File: src/rtl/uart_rx.sv
// 8N1 serial receiver: two-flop line synchroniser, mid-bit start qualification,
// centre sampling of data and stop bits, one-cycle valid / framing-error pulses.
module uart_rx #(
  parameter int CLK_FREQ  = 80_000_000,
  parameter int BAUD_RATE = 115200
) (
  input  logic       i_clk,
  input  logic       i_rst,
  input  logic       i_rx,
  output logic [7:0] o_data,
  output logic       o_rx_valid,
  output logic       o_frame_err,
  output logic       o_rx_busy,
  output logic [1:0] o_state_debug
);

  localparam int BIT_TIME  = (CLK_FREQ + BAUD_RATE / 2) / BAUD_RATE;
  localparam int HALF_TIME = BIT_TIME / 2;
  localparam int CNT_W     = $clog2(BIT_TIME) + 1;

  localparam logic [CNT_W-1:0] BIT_LAST  = CNT_W'(BIT_TIME - 1);
  localparam logic [CNT_W-1:0] HALF_LAST = CNT_W'(HALF_TIME - 1);

  typedef enum logic [1:0] {
    IDLE  = 2'd0,
    START = 2'd1,
    DATA  = 2'd2,
    STOP  = 2'd3
  } state_t;

  logic             rx_meta_p0;
  logic             rx_s;

  state_t           state_q,  state_d;
  logic [CNT_W-1:0] cnt_q,    cnt_d;
  logic [2:0]       idx_q,    idx_d;
  logic [7:0]       shift_q,  shift_d;
  logic [7:0]       data_q,   data_d;
  logic             valid_q,  valid_d;
  logic             ferr_q,   ferr_d;
  logic             armed_q,  armed_d;

  // Line synchroniser: only rx_s is visible to the FSM
  always_ff @(posedge i_clk) begin
    if (i_rst) begin
      rx_meta_p0 <= 1'b1;
      rx_s       <= 1'b1;
    end else begin
      rx_meta_p0 <= i_rx;
      rx_s       <= rx_meta_p0;
    end
  end

  always_ff @(posedge i_clk) begin
    if (i_rst) begin
      state_q <= IDLE;
      cnt_q   <= '0;
      idx_q   <= '0;
      shift_q <= '0;
      data_q  <= '0;
      valid_q <= 1'b0;
      ferr_q  <= 1'b0;
      armed_q <= 1'b1;
    end else begin
      state_q <= state_d;
      cnt_q   <= cnt_d;
      idx_q   <= idx_d;
      shift_q <= shift_d;
      data_q  <= data_d;
      valid_q <= valid_d;
      ferr_q  <= ferr_d;
      armed_q <= armed_d;
    end
  end

  always_comb begin
    state_d = state_q;
    cnt_d   = cnt_q;
    idx_d   = idx_q;
    shift_d = shift_q;
    data_d  = data_q;
    valid_d = 1'b0;
    ferr_d  = 1'b0;
    armed_d = armed_q;

    case (state_q)
      IDLE: begin
        cnt_d = '0;
        idx_d = '0;
        // A low line only starts a frame once it has been seen high, so a
        // held-low break after a framing error is not decoded as 0x00 frames
        if (rx_s) begin
          armed_d = 1'b1;
        end else if (armed_q) begin
          state_d = START;
        end
      end

      START: begin
        if (cnt_q == HALF_LAST) begin
          cnt_d   = '0;
          state_d = rx_s ? IDLE : DATA;
        end else begin
          cnt_d = cnt_q + 1'b1;
        end
      end

      DATA: begin
        if (cnt_q == BIT_LAST) begin
          cnt_d          = '0;
          shift_d[idx_q] = rx_s;
          if (idx_q == 3'd7) begin
            idx_d   = '0;
            state_d = STOP;
          end else begin
            idx_d = idx_q + 3'd1;
          end
        end else begin
          cnt_d = cnt_q + 1'b1;
        end
      end

      STOP: begin
        if (cnt_q == BIT_LAST) begin
          cnt_d   = '0;
          state_d = IDLE;
          if (rx_s) begin
            data_d  = shift_q;
            valid_d = 1'b1;
          end else begin
            ferr_d  = 1'b1;
            armed_d = 1'b0;
          end
        end else begin
          cnt_d = cnt_q + 1'b1;
        end
      end

      default: state_d = IDLE;
    endcase
  end

  assign o_data        = data_q;
  assign o_rx_valid    = valid_q;
  assign o_frame_err   = ferr_q;
  assign o_rx_busy     = (state_q != IDLE);
  assign o_state_debug = state_q;

endmodule

File: config.mk
export PLATFORM = sky130hd
export DESIGN_NAME = uart_rx
export DESIGN_NICKNAME = d
export VERILOG_FILES = /design/src/rtl/uart_rx.sv
export SDC_FILE = /design/constraint.sdc
export NUM_CORES = 1
export LEC_CHECK = 0
export CELL_PAD_IN_SITES_DETAIL_PLACEMENT = 2
export CELL_PAD_IN_SITES_GLOBAL_PLACEMENT = 2
export CORE_MARGIN = 1
export CORE_UTILIZATION = 34
export CTS_BUF_LIST = sky130_fd_sc_hd__clkbuf_16
export DETAILED_ROUTE_END_ITERATION = 8
export GPL_ROUTABILITY_DRIVEN = 0
export GPL_TIMING_DRIVEN = 0
export PLACE_DENSITY_LB_ADDON = 0.1
export SYNTH_ARGS = -nofsm -noshare
export SYNTH_HDL_FRONTEND = slang
export SYNTH_SLANG_ARGS = --single-unit
File: constraint.sdc
create_clock -name i_clk -period 2.2 [get_ports i_clk]
set_input_delay 0.33 -clock i_clk [delete_from_list [all_inputs] [get_ports i_clk]]
set_output_delay 0.33 -clock i_clk [all_outputs]
set_load 0.02 [all_outputs]
## After elaboration in Yosys (flattened, before gate mapping)

Cells that the tools add are included.
W data, S select, Z words.

- Register bits: 37
- Input port bits: 3
- Output and inout bits: 13
- Word-level logic and storage cells: 65

- Add/sub/neg operators: 2
- Order comparisons: 2
- Equality and inequality tests: 14
- Multiplexer cells: 23
- Bitwise gates (word level): 2
- Reduce and logical (&&, ||, !) cells: 12

Operators by type and width:

| kind | number |
|---|---|
| $pmux W11 S3 | 1 |
| $mux W11 | 2 |
| $ne A2 B2 Y1 const B | 8 |
| $mux W2 | 7 |
| $add A11 B1 Y11 const B | 1 |
| $eq A11 B10 Y1 const B | 1 |
| $eq A11 B9 Y1 const B | 1 |
| $bwmux W8 | 1 |
| $pmux W2 S4 | 1 |
| $mux W1 | 6 |
| $mux W3 | 2 |
| $pmux W3 S2 | 1 |
| $reduce_and A6 Y1 | 1 |
| $reduce_bool A2 Y1 | 3 |
| $eq A2 B2 Y1 const B | 2 |
| $lt A3 B4 Y1 const B | 1 |
| $reduce_and A2 Y1 | 2 |
| $reduce_and A4 Y1 | 1 |
| $add A3 B1 Y3 const B | 1 |
| $demux W1 S3 | 1 |
| $eq A3 B3 Y1 const B | 1 |
| $ge A3 B1 Y1 const B | 1 |
| $reduce_and A3 Y1 | 1 |
| $reduce_or A3 Y1 | 1 |
| other kinds (6) | 7 |

## Logic depth before layout (Yosys ltp)

Gate-level depths: netlist (run 1).

- Word-level depth: 5
- Depth in mapped cells: 7
- Gate-level depth less buffers: 6

## Worst setup path after synthesis (run 1)

No wires, ideal clock.

- Kind: reg-to-reg
- From: reg cnt_q[3]
- To: reg idx_q[1]
- Arrival time: 1.572 ns
- Required time: 2.069 ns
- Slack: 0.498 ns
- Cell stages (with the launch flop): 6
- Path buffers: 1
- Period minus slack after synthesis: 1.702 ns
- Path through: dfxtp_1 -> or4b_4 -> nor3_1 -> buf_4 -> mux2i_1 -> o22ai_1

- Cells in the longest elaborated chain, start to end: 3

RTL lines:

| item | line | text |
|---|---|---|
| start: declaration | 35 | `logic [CNT_W-1:0] cnt_q, cnt_d;` |
| start signal: assignment | 66 | `cnt_q <= cnt_d;` |
| $eq A11 B10 Y1 | 109 | `if (cnt_q == BIT_LAST) begin` |
| $ne A2 B2 Y1 (no source line) | n/a |  |
| $reduce_and A2 Y1 (no source line) | n/a |  |
| end signal: assignment | 67 | `idx_q <= idx_d;` |
| end: declaration | 36 | `logic [2:0] idx_q, idx_d;` |

Every way passes these cells.
A chain may end at the register's enable or synchronous reset.

## Worst setup path in the final report (run 1)

- From: reg cnt_q[0]
- To: reg cnt_q[7]

- Cells in the longest elaborated chain, start to end: 3
- Elaborated cells on any way between the ends: 6
- Those cells by class: 1 x add/sub; 2 x eq/ne; 3 x mux

RTL lines:

| item | line | text |
|---|---|---|
| $add A11 B1 Y11, or another cell as far along | 104, 119, 135 |  |
| $mux W11 (on tied branches) | 109, 124, 100 |  |
| $pmux W11 S3 (*) | 86 | `case (state_q)` |

Mark *: on every way between the ends. The rest lies on a longest branch, timed or not.

==> results of run 1 <==
final cells by class:
class | instances | area (um2)
Inverter | 5 | 18.8
Tap cell | 67 | 83.8
Fill cell | 549 | 2690
Sequential cell | 37 | 741
Clock inverter | 1 | 5.00
Multi-Input combinational cell | 133 | 867
Timing Repair Buffer | 14 | 140
Buffer | 10 | 48.8
Clock buffer | 5 | 125
kinds of logic after synthesis:
logic type / Yosys count
and+or+nand+nor: 80
DFF: 37
AOI/OAI and AO/OA: 29
buffers and inverters: 15
muxes: 10
xor gates and xnor gates: 9
adders and majority gates: 5
stage by stage:
step / worst slack, ns / power (mW) / hold slack (ns) / instance area (um2) / cells
detailed placement: 0.256 / 0.718 / 0.401 / 1900 / 266
global route: 0.0602 / 1.41 / 0.418 / 2030 / 272
finish: 0.249 / 1.36 / 0.410 / 2030 / 272
floorplan: 0.498 / 0.706 / 0.389 / 1680 / 185
CTS: 0.225 / 1.38 / 0.413 / 2030 / 272
global placement: 0.314 / 0.717 / 0.394 / 1900 / 266
flip-flops by register name (all words and copies together), names as in the netlist, named ones only:
register / cells
idx_q: 3
o_frame_err: 1
o_state_debug: 1
rx_meta_p0: 1
o_rx_valid: 1
o_data: 8
rx_s: 1
shift_q: 8
armed_q: 1
cnt_q: 11
power breakdown:
group,internal (mW),switching (mW)
combinational,0.00946,0.0190
clock,0.404,0.256
sequential,0.673,0.00240
how the worst min path moves through the flow:
stage | start | endpoint | slack (ns) | depth (start not counted)
after global placement | rx_meta_p0$_SDFF_PP1_ | rx_s$_SDFF_PP1_ | 0.39 | 1
after detailed placement | rx_meta_p0$_SDFF_PP1_ | rx_s$_SDFF_PP1_ | 0.40 | 1
final | rx_meta_p0$_SDFF_PP1_ | rx_s$_SDFF_PP1_ | 0.41 | 1
after CTS | rx_meta_p0$_SDFF_PP1_ | rx_s$_SDFF_PP1_ | 0.41 | 1
after floorplan | rx_meta_p0$_SDFF_PP1_ | rx_s$_SDFF_PP1_ | 0.39 | 1
after global routing | rx_meta_p0$_SDFF_PP1_ | rx_s$_SDFF_PP1_ | 0.42 | 1
per-layer routing:
layer,GRT usage,vias to the layer above,wire length (um)
li1,-,702,-
met1,0.231,706,2030
met2,0.323,16,2200
met3,0.0458,6,122
met4,0.0654,0,60
met5,0,-,0
cells in the final DEF, fill, tap and decap left out, types with 2 or more instances in the layout:
master and instances:
nand4_1 7, a21oi_1 11, xor2_1 4, nor4bb_1 2
clkdlybuf4s50_1 14, clkbuf_16 5, or2_2 3, and2_1 2
ha_1 5, nand3_1 6, nor3_1 6, mux2i_1 10
buf_4 3, nor2_1 23, dfxtp_1 37, o21ai_0 8
nor4_1 2, nand4b_1 5, clkbuf_1 7, xnor2_1 5
nor3b_1 4, inv_1 5, nand2b_1 5, o31ai_1 2
nand2_1 8, o22ai_1 2
==> out/qor.yml, run 1 <==
logic_synthesis:
  muxShareOfSynthArea: 0.0597
  synthSimpleGateAreaFrac: 0.270
  syn_inst: 185
  synth.most_common_cell: "dfxtp_1"
  synthArstFlopShare: 0
  synth-main-ff-cell: "dfxtp_1"
  synth_top_area_frac: 0.442
  ys_top_cells_by_area: "dfxtp_1 (44%), mux2i_1 (6.0%), nor2_1 (5.2%)"
  synth_compound_area_frac: 0.104
  ys_seq_area_frac: 0.442
  syn_avg_cell_area_um2: 9.06
  ys_types: 37
  synth_edf_count: 0
  synth_top_family_by_area: "simple AND/OR/NAND/NOR gates"
  synthAdderAreaFrac: 0.0373
  syn-num-nets: 193
  synthXorXnorAreaFrac: 0.0471
  yosys-top-cells-count: "dfxtp_1 (37), nor2_1 (23), a21oi_1 (11)"
  netlist_area_um2: 1680
  yosysWarnings: 0
  synth_seq_cells: 37
  synth_top_cell_by_area: "dfxtp_1"
timing:
  worstMarginPinSlew_ns: 0.558
  hold_violations: 0
  maxSlewViolCount: 0
  period_minus_slack_ns: 1.95
  post-route-period-util: 0.887
  setup_tns_ns: 0
  rsz0062_at_grt: "false"
  clock.fmax_ghz: 0.513
  clock_skew_ns: 0.00558
  relSlewSlack: 0.626
  setup-violations-final: 0
setup_path:
  timing.critical_path.cells: "inv_1 > ha_1 > nor4bb_1 > a311oi_1 > o211ai_1 > buf_4 > nor2_1"
  crit_path_end_kind: "register"
  cp.depth: 7
  worstRegToRegCells: 7
  critPathLaunchType: "register"
  crit_type: "reg -> reg"
  rrSetupSlack_ns: 0.25
  worst-path-buf-inv: 2
  slowest_stage: "a311oi_1"
  crit_fanout: 10
  cp.arrival_ns: 2.16
  worst_path_largest_cell_delay_ns: 0.53
  cp-endpoint: "cnt_q[7]$_SDFF_PP0_"
  critical_path.top_delay_family: "compound AO/OA/AOI/OAI gates"
  required_ns: 2.41
  reg2reg_to: "cnt_q[7]$_SDFF_PP0_"
  crit_start: "cnt_q[0]$_SDFF_PP0_"
  crit-reg2reg-launch: "cnt_q[0]$_SDFF_PP0_"
hold_path:
  hold_class: "reg -> reg"
global_route:
  gr-total-overflow: 0
  grt_pass1_wl_um: 7410
  antenna_found_initial: 0
  first_global_vias: 1476
  grt_start_max_net_pins: 11
  grt_usage: 0.189
clock_tree:
  cts_setup_buffers: 0
  clkLatencyLatePin_ns: 0.28
  clk_pin_slew_ns: 0.05
  htreeDepth: 2
  cts-hold-fix-buffers: 0
  clockBufferDepth: 2
  cts_tree: "done"
  cts_buffers: 5
  cts.sink_count: 37
  cts_root_buffer: "clkbuf_16"
  cts_resized: 0
floorplanning:
  initial_core_util: 0.355
  core_area_um2: 4720
  die_w_um: 72.2
  die-height_um: 72.2
  dieArea_um2: 5210
  io_pins: 16
  num_rows: 25
power:
  irDropWorstVdd_v: 0.000244
  power_leakage_nw: 0.631
  power.density_nw_per_um2: 672
placement:
  dp_hpwl_um: 3260
  io_buffer_count: 14
routing:
  drt_pass1_iterations: 4
  vias: 1430
  wl_per_cell_um: 16.2
  wl_um: 4400
  detail-route-antenna-nets: 0
  drtIter0Drc: 53
  drc: 0
  viasPerCell: 5.26
layout:
  nets: 214
  n_antenna_cell: 0
  final_util: 0.430
  drive_gt1_frac: 0.0634
  syn2layout_area_growth_pct: 21.1
run_status:
  status: "finished, final reports clean"
flow_run:
  maxCapViolations: 0
No activity file was read; power rests on OpenSTA's default activity.
==> run 2, diff against run 1 <==
--- a/config.mk
+++ b/config.mk
@@ -13,7 +13,7 @@
 export DETAILED_ROUTE_END_ITERATION = 8
 export GPL_ROUTABILITY_DRIVEN = 0
 export GPL_TIMING_DRIVEN = 0
-export PLACE_DENSITY_LB_ADDON = 0.1
+export PLACE_DENSITY = 0.75
 export SYNTH_ARGS = -nofsm -noshare
 export SYNTH_HDL_FRONTEND = slang
 export SYNTH_SLANG_ARGS = --single-unit
==> run 2 against run 1 <==
  * Die area did not move
  * Maximum frequency fell by 3.2%
  * Largest power group is now clock
  * Utilization rose by 0.26 points
  * Final area rose by 0.62%
  * Flip-flop and latch count did not move
  * Setup slack got worse by 0.064 ns
  * First-iteration DRC count rose by 1.9%
  * Register-to-register slack got worse by 0.06 ns
==> out/qor.yml, run 2 (synthesized netlist as in run 1, its figures left out) <==
flow_run:
  maxCapViolations: 0  # unchanged
routing:
  viasPerCell: 5.28  # was 5.26
  drt_pass1_iterations: 4  # unchanged
  drtIter0Drc: 54  # was 53
  drc: 0  # unchanged
  vias: 1448  # was 1,430
  detail-route-antenna-nets: 0  # unchanged
  wl_per_cell_um: 17.3  # was 16.2 um
  wl_um: 4730  # was 4400 um
clock_tree:
  clk_pin_slew_ns: 0.06  # was 0.05 ns
  clockBufferDepth: 2  # unchanged
  cts_resized: 0  # unchanged
  cts_setup_buffers: 0  # unchanged
  cts-hold-fix-buffers: 0  # unchanged
  cts_buffers: 5  # unchanged
  htreeDepth: 2  # unchanged
  cts_root_buffer: "clkbuf_16"  # unchanged
  cts_tree: "done"  # unchanged
  clkLatencyLatePin_ns: 0.29  # was 0.28 ns
  cts.sink_count: 37  # unchanged
timing:
  post-route-period-util: 0.916  # was 0.887
  maxSlewViolCount: 0  # unchanged
  clock_skew_ns: 0.00759  # was 0.00558 ns
  setup_tns_ns: 0  # unchanged
  relSlewSlack: 0.575  # was 0.626
  worstMarginPinSlew_ns: 0.633  # was 0.558 ns
  setup-violations-final: 0  # unchanged
  hold_violations: 0  # unchanged
  setup_ws_ns: 0.186  # was 0.249 ns
  clock.fmax_ghz: 0.496  # was 0.513 GHz
  rsz0062_at_grt: "false"  # unchanged
  period_minus_slack_ns: 2.01  # was 1.95 ns
layout:
  regMostFlops: "cnt_q"  # unchanged
  layout_commonest_cell: "dfxtp_1"  # unchanged
  n_antenna_cell: 0  # unchanged
  drive_gt1_frac: 0.0725  # was 0.0634
  stdcell_count: 274  # was 272
  largest_reg_flops: 11  # unchanged
  final_util: 0.432  # was 0.430
  syn2layout_area_growth_pct: 21.9  # was 21.1%
  nets: 214  # unchanged
  layout_common_cells: "dfxtp_1 (37), nor2_1 (23), clkdlybuf4s50_1 (14)"  # unchanged
power:
  comb_power_share: 0.021  # about the same
  power_mw: 1.41  # was 1.36 mW
  clkPwrFrac: 0.499  # was 0.484
  power_leakage_nw: 0.635  # was 0.631 nW
  p_sw_frac: 0.219  # was 0.203
  internal-power_mw: 1.10  # was 1.09 mW
  power.density_nw_per_um2: 688  # was 672 nW/um2
  irDropWorstVdd_v: 0.000346  # was 0.000244 V
  p_switching_mw: 0.308  # was 0.277 mW
  power_frac_seq: 0.480  # was 0.495
placement:
  dp_slack_ns: 0.272  # was 0.256 ns
  io_buffer_count: 14  # unchanged
  dp_hpwl_um: 3260  # about the same
  dp.cells: 266  # unchanged
setup_path:
  crit_fanout: 10  # unchanged
  timing.critical_path.cells: "inv_1 > ha_1 > nor4bb_1 > a311oi_1 > o211ai_1 > buf_4 > nor2_1"  # unchanged
  critPathLaunchType: "register"  # unchanged
  slowest_stage: "a311oi_1"  # unchanged
  crit_path_end_kind: "register"  # unchanged
  worst_path_largest_cell_delay_ns: 0.59  # was 0.53 ns
  crit_type: "reg -> reg"  # unchanged
  cp.arrival_ns: 2.23  # was 2.16 ns
  required_ns: 2.41  # about the same
floorplanning:
  initial_core_util: 0.355  # unchanged
  io_pins: 16  # unchanged
  die_w_um: 72.2  # unchanged
  dieArea_um2: 5210  # unchanged
  num_rows: 25  # unchanged
  die-height_um: 72.2  # unchanged
  core_area_um2: 4720  # unchanged
global_route:
  grt_pass1_wl_um: 8200  # was 7410 um
  grt_usage: 0.209  # was 0.189
  grt_start_max_net_pins: 13  # was 11
  antenna_found_initial: 0  # unchanged
  gr-total-overflow: 0  # unchanged
  first_global_vias: 1574  # was 1,476
hold_path:
  hold_class: "reg -> reg"  # unchanged
run_status:
  status: "finished, final reports clean"  # unchanged
==> run 2: stage by stage <==
stage	hold slack (ns)	area, um2
finish	0.409	2040
global route	0.435	2040
CTS	0.410	2040
detailed placement	0.396	1900
global placement	0.393	1900
floorplan	0.389	1680
==> run 2: power groups by stage <==
stage / logic (mW) / clock network, mW / registers, mW
after floorplan: 0.0166 / 0 / 0.689
after global placement: 0.0279 / 0 / 0.689
after detailed placement: 0.0293 / 0 / 0.690
final: 0.0294 / 0.701 / 0.675
after global routing: 0.0318 / 0.751 / 0.675
after CTS: 0.0298 / 0.718 / 0.675
==> run 2: path summary, 6_finish.rpt <==
| path | start | endpoint | slack [ns] | depth (start not counted) |
|---|---|---|---|---|
| setup / recovery | cnt_q[0]$_SDFF_PP0_ | cnt_q[3]$_SDFF_PP0_ | 0.19 | 7 |
| hold / removal | rx_meta_p0$_SDFF_PP1_ | rx_s$_SDFF_PP1_ | 0.41 | 1 |
| setup reg to reg | cnt_q[0]$_SDFF_PP0_ | cnt_q[3]$_SDFF_PP0_ | 0.19 | 7 |
| hold reg to reg | rx_meta_p0$_SDFF_PP1_ | rx_s$_SDFF_PP1_ | 0.41 | 1 |
==> run 2: per-layer routing <==
layer | track usage | up-vias | wire length, um
met2 | 0.380 | 17 | 2540
li1 | - | 702 | -
met3 | 0.0431 | 7 | 100
met5 | 0 | - | 0
met4 | 0.0784 | 0 | 86
met1 | 0.238 | 722 | 2010
==> run 2: area by class of cell <==
cell class / instances / area, um2
Timing Repair Buffer: 14 / 140
Tap cell: 67 / 83.8
Fill cell: 512 / 2680
Buffer: 10 / 48.8
Inverter: 5 / 18.8
Clock inverter: 3 / 17.5
Sequential cell: 37 / 741
Multi-Input combinational cell: 133 / 867
Clock buffer: 5 / 125
==> run 2: worst max-delay path, delay by kind of cell (launching register included) <==
| family | cells | cell delay (ns) |
|---|---|---|
| compound gates | 2 | 0.78 |
| fa+ha+maj | 1 | 0.20 |
| buf+inv | 2 | 0.28 |
| flops | 1 | 0.42 |
| simple gates | 2 | 0.27 |
